$ cat src/rtl/cardinal_nic_if.sv
// Processor register port and router inject/eject port of one cardinal_nic.
// The slave modport is the NIC side; the master modport is the processor/router side.
interface cardinal_nic_if #(
    parameter int DATA_W = 64
);
    logic [1:0]        addr;
    logic [DATA_W-1:0] d_in;
    logic [DATA_W-1:0] d_out;
    logic              nicEn;
    logic              nicWrEn;
    logic              net_so;
    logic              net_ro;
    logic [DATA_W-1:0] net_do;
    logic              net_polarity;
    logic              net_si;
    logic              net_ri;
    logic [DATA_W-1:0] net_di;

    modport slave (
        input  addr, d_in, nicEn, nicWrEn, net_ro, net_polarity, net_si, net_di,
        output d_out, net_so, net_do, net_ri
    );

    modport master (
        output addr, d_in, nicEn, nicWrEn, net_ro, net_polarity, net_si, net_di,
        input  d_out, net_so, net_do, net_ri
    );
endinterface

$ cat src/rtl/cardinal_nic.sv
// Network interface controller: one-packet output buffer (processor to router)
// and one-packet input buffer (router to processor), each with a full flag.
module cardinal_nic #(
    parameter int DATA_W = 64,
    parameter int VC_BIT = 63
) (
    input  logic           clk,
    input  logic           reset,
    cardinal_nic_if.slave  bus
);
    localparam logic [1:0] ADDR_ICB      = 2'b00;
    localparam logic [1:0] ADDR_ICB_STAT = 2'b01;
    localparam logic [1:0] ADDR_OCB      = 2'b10;
    localparam logic [1:0] ADDR_OCB_STAT = 2'b11;

    logic [DATA_W-1:0] ocb;
    logic [DATA_W-1:0] icb;
    logic              ocb_full;
    logic              icb_full;
    logic [DATA_W-1:0] rd_data;
    logic              rd_en;
    logic              ocb_wr;
    logic              icb_cap;
    logic              icb_pop;

    assign rd_en   = bus.nicEn & ~bus.nicWrEn;
    assign ocb_wr  = bus.nicEn & bus.nicWrEn & (bus.addr == ADDR_OCB) & ~ocb_full;
    assign icb_cap = bus.net_si & bus.net_ri;
    assign icb_pop = rd_en & (bus.addr == ADDR_ICB) & icb_full;

    // Inject only when the packet's VC bit matches the router's active channel.
    assign bus.net_so = ocb_full & bus.net_ro & (ocb[VC_BIT] == bus.net_polarity);
    assign bus.net_do = ocb;
    assign bus.net_ri = reset & ~icb_full;

    always_comb begin
        rd_data = '0;
        if (rd_en) begin
            case (bus.addr)
                ADDR_ICB:      rd_data = icb;
                ADDR_ICB_STAT: rd_data = {{(DATA_W-1){1'b0}}, icb_full};
                ADDR_OCB_STAT: rd_data = {{(DATA_W-1){1'b0}}, ocb_full};
                default:       rd_data = '0;
            endcase
        end
    end

    always_ff @(posedge clk or negedge reset) begin
        if (!reset) begin
            ocb       <= '0;
            icb       <= '0;
            ocb_full  <= 1'b0;
            icb_full  <= 1'b0;
            bus.d_out <= '0;
        end else begin
            bus.d_out <= rd_data;
            // ocb_wr already requires an empty buffer, so it never races a transfer.
            if (bus.net_so) begin
                ocb_full <= 1'b0;
            end else if (ocb_wr) begin
                ocb      <= bus.d_in;
                ocb_full <= 1'b1;
            end
            if (icb_cap) begin
                icb      <= bus.net_di;
                icb_full <= 1'b1;
            end else if (icb_pop) begin
                icb_full <= 1'b0;
            end
        end
    end
endmodule

$ cat src/flat_wrapper.sv
// flat-port wrapper written by rule: the top's interface ports become plain ports
module cardinal_nic_flat 
#(
    parameter int DATA_W = 64,
    parameter int VC_BIT = 63
)
  (clk, reset, bus_addr, bus_d_in, bus_nicEn, bus_nicWrEn, bus_net_ro, bus_net_polarity, bus_net_si, bus_net_di, bus_d_out, bus_net_so, bus_net_do, bus_net_ri);
  cardinal_nic_if #(.DATA_W(DATA_W)) bus_i ();
  input  logic clk;
  input  logic reset;
  input wire logic [$bits(bus_i.addr)-1:0] bus_addr;
  input wire logic [$bits(bus_i.d_in)-1:0] bus_d_in;
  input wire logic [$bits(bus_i.nicEn)-1:0] bus_nicEn;
  input wire logic [$bits(bus_i.nicWrEn)-1:0] bus_nicWrEn;
  input wire logic [$bits(bus_i.net_ro)-1:0] bus_net_ro;
  input wire logic [$bits(bus_i.net_polarity)-1:0] bus_net_polarity;
  input wire logic [$bits(bus_i.net_si)-1:0] bus_net_si;
  input wire logic [$bits(bus_i.net_di)-1:0] bus_net_di;
  output wire logic [$bits(bus_i.d_out)-1:0] bus_d_out;
  output wire logic [$bits(bus_i.net_so)-1:0] bus_net_so;
  output wire logic [$bits(bus_i.net_do)-1:0] bus_net_do;
  output wire logic [$bits(bus_i.net_ri)-1:0] bus_net_ri;
  assign bus_i.addr = bus_addr;
  assign bus_i.d_in = bus_d_in;
  assign bus_i.nicEn = bus_nicEn;
  assign bus_i.nicWrEn = bus_nicWrEn;
  assign bus_i.net_ro = bus_net_ro;
  assign bus_i.net_polarity = bus_net_polarity;
  assign bus_i.net_si = bus_net_si;
  assign bus_i.net_di = bus_net_di;
  assign bus_d_out = bus_i.d_out;
  assign bus_net_so = bus_i.net_so;
  assign bus_net_do = bus_i.net_do;
  assign bus_net_ri = bus_i.net_ri;
  cardinal_nic #(.DATA_W(DATA_W), .VC_BIT(VC_BIT)) u_core (.clk(clk), .reset(reset), .bus(bus_i));
endmodule
$ cat config.mk
export PLATFORM = sky130hd
export DESIGN_NAME = cardinal_nic_flat
export DESIGN_NICKNAME = d
export VERILOG_FILES = /design/src/rtl/cardinal_nic_if.sv /design/src/rtl/cardinal_nic.sv /design/src/flat_wrapper.sv
export SDC_FILE = /design/constraint.sdc
export NUM_CORES = 1
export LEC_CHECK = 0
export CAP_MARGIN = 30
export CORE_MARGIN = 4
export CORE_UTILIZATION = 40
export CTS_CLUSTER_DIAMETER = 30
export DETAILED_ROUTE_END_ITERATION = 6
export PLACE_DENSITY_LB_ADDON = 0.15
export SLEW_MARGIN = 20
export SYNTH_ARGS = -nofsm -noshare
export SYNTH_HDL_FRONTEND = slang
export SYNTH_SLANG_ARGS = --single-unit
$ cat constraint.sdc
create_clock -name clk -period 1.43 [get_ports clk]
set_clock_uncertainty 0.15 [all_clocks]
set_input_delay 0.3575 -clock clk [delete_from_list [all_inputs] [get_ports clk]]
set_output_delay 0.3575 -clock clk [all_outputs]
set_load 0.05 [all_outputs]
==> flow_metrics.env <==
export IMPL_status="finished, violations left"
export IMPL_violations="negative hold slack, negative setup slack"
export IMPL_ioPinCount=267
export IMPL_numCtsBuffers=17
export IMPL_place_hpwl_um=13300
export IMPL_worstSetupPathType="in -> out"
export IMPL_ys_types=20
export IMPL_rr_endpoint="u_core.bus.net_do[17]"
export IMPL_grt_pass1_wl_um=30800
export IMPL_crit_arrival_ps=1360
export IMPL_worst_pin_slew_ps=773
export IMPL_antenna_found_initial=1
export IMPL_clk_pin_slew_ps=60
export IMPL_netlist_area_sq_mm=0.00699
export IMPL_ys_warn_count=0
export IMPL_htree_levels=4
export IMPL_setup_violations=258
export IMPL_ff2ff_path_depth=5
export IMPL_rsz0062_at_grt="true"
export IMPL_finalNetCount=916
export IMPL_floorplan_die_area_sq_mm=0.0196
export IMPL_die_h_um=140
export IMPL_pre_cts_ws_ps=-729
export IMPL_hold_ws_ps=-6.76
export IMPL_place_gp_congestion=0.785
export IMPL_dr_pass1_iters=4
export IMPL_syn_area_per_cell_sq_um=16.7
export IMPL_grt_start_max_net_pins=142
export IMPL_report_final_slew_viol_count=0
export IMPL_period_needed_ps=1870
export IMPL_cts_root_buf="clkbuf_16"
export IMPL_layout_commonest_cell="dfrtp_1"
export IMPL_placed_cells=913
export IMPL_wl_per_cell_um=20.1
export IMPL_drive_gt1_frac=0.495
export IMPL_fillers=1041
export IMPL_max_freq_mhz=536
export IMPL_multi_input_area_sq_mm=0.00224
export IMPL_power_density_mw_per_mm2=2070
export IMPL_synth_seq_cells=194
export IMPL_tns_ps=-20500
export IMPL_rows=48
export IMPL_drtIter0Drc=154
export IMPL_numPortBuffers=266
export IMPL_hp_class="in -> async"
export IMPL_fp_dieW_um=140
export IMPL_stdcell_area_sq_mm=0.0129
export IMPL_maxCapViolCount=0
export IMPL_r2r_start="u_core.ocb_full"
export IMPL_wl_um=20400
export IMPL_drc=0
export IMPL_post_dp_cell_area_sq_mm=0.0116
export IMPL_ant_nets=0
export IMPL_via_per_inst=4.65
export IMPL_cts_hold_buffers=0
export IMPL_final_cells=1018
export IMPL_peakVddDrop_v=0.00165
export IMPL_total_power_uw=26800
export IMPL_vias=4733
export IMPL_most_common_layout_cells="192 x dfrtp_1, 139 x buf_12, 131 x clkdlybuf4s50_1, 67 x buf_4"
export IMPL_p_leak_uw=0.00594
export IMPL_grt_pass1_vias=5202
export IMPL_period_share=1.30
export IMPL_yosysSeqAreaShare=0.695
export IMPL_gr_usage_all_layers=0.204
export IMPL_crit_start="bus_net_polarity"
export IMPL_cts_tree="done"
export IMPL_synthCells=419
export IMPL_syn_nets=556
export IMPL_clk_insertion_delay_late_ps=420
export IMPL_initial_core_util=0.407
export IMPL_cts_sinks=194
export IMPL_reg2reg_slack_ps=-180
export IMPL_syn_to_final_growth_pct=85.3
export IMPL_regArea_sq_mm=0.00486
export IMPL_cp_start_kind="primary input"
export IMPL_crit_required_ps=920
export IMPL_overflow=0
export IMPL_hold_viol_final=2
export IMPL_slew_headroom=0.485
export IMPL_core_area_sq_mm=0.0172
export IMPL_layout_setup_ws_ps=-435
export IMPL_worst_path_max_fanout=2
export IMPL_clock_path_buffers=2
export IMPL_end_kind="output port"
worst max-delay path by stage:
stage | cells past startpoint | slack, ps | end
floorplan | 5 | -190 | u_core.icb[14]
finish | 4 | -440 | bus_net_so
CTS | 3 | -420 | bus_net_so
global route | 3 | -490 | bus_net_so
detailed placement | 5 | -730 | u_core.bus.net_do[2]
global placement | 5 | -700 | u_core.bus.net_do[63]
synthesized netlist by cell type (all sizes together):
| cell | count | share of area |
|---|---|---|
| mux2i | 1 | 0.0014 |
| inv | 2 | 0.0011 |
| mux2 | 128 | 0.21 |
| and2 | 63 | 0.056 |
| dfrtp | 194 | 0.69 |
| a21oi | 1 | 0.00072 |
| and3b | 1 | 0.0013 |
| xnor2 | 1 | 0.0013 |
| nand2 | 1 | 0.00054 |
| o21ai | 2 | 0.0014 |
| clkbuf | 6 | 0.0032 |
| nor2 | 1 | 0.0029 |
| nand3 | 1 | 0.00072 |
| and3 | 1 | 0.00090 |
| nand4b | 1 | 0.0034 |
| buf | 13 | 0.019 |
| nor2b | 1 | 0.00090 |
| nor4b | 1 | 0.0034 |
worst max-delay path, stage by stage:
cell	delay, ps
clkdlybuf4s50_1	510
xnor2_2	130
and3_4	220
buf_12	140
where the power goes:
group	total (uW)	internal, uW	switching (uW)
combinational	12800	7290	5550
sequential	8990	7440	1550
clock	4920	2790	2130
total	26800	17500	9230
flip-flops by register name, indices dropped and copies added (netlist names):
name / count
u_core.bus.d_out: 64
u_core.bus.net_do: 64
u_core.icb: 64
u_core.icb_full: 1
u_core.ocb_full: 1
cell families after synthesis:
kind of cell | Yosys count | share of synthesized area
multiplexers | 129 | 0.208
AND/OR/NAND/NOR | 71 | 0.0704
AO/OA/AOI/OAI | 3 | 0.00215
XOR/XNOR | 1 | 0.00125
flip-flops | 194 | 0.695
buffers and inverters | 21 | 0.0235
timing repair:
| item | in CTS | in global routing |
|---|---|---|
| resized for setup | 30 | 17 |
| pin swaps | 2 | 2 |
| setup endpoints to repair | 258 | 257 |
| setup buffers | 39 | 28 |
| gates cloned | 7 | 2 |
per-layer routing:
| metal | global-route usage | routed length (um) |
|---|---|---|
| met1 | 0.242 | 8000 |
| met2 | 0.341 | 10400 |
| met3 | 0.0860 | 1660 |
| met4 | 0.0602 | 386 |
| met5 | 0 | 13 |
layout make-up:
class / count / share of cell area
Inverter: 2 / 0.000580
Sequential cell: 194 / 0.375
Clock buffer: 19 / 0.0334
Multi-Input combinational cell: 204 / 0.173
Timing Repair Buffer: 360 / 0.382
Tap cell: 225 / 0.0217
Clock inverter: 13 / 0.0132
Antenna cell: 1 / 0.000193
stage by stage:
stage | utilization | hold WS [ps]
final | 0.754 | -6.76
after global routing | 0.754 | 86.3
after CTS | 0.741 | 56.9
after detailed placement | 0.673 | 311
after global placement | 0.673 | 304
after floorplan | - | -88.1
Power figures use the tool's default switching activity.
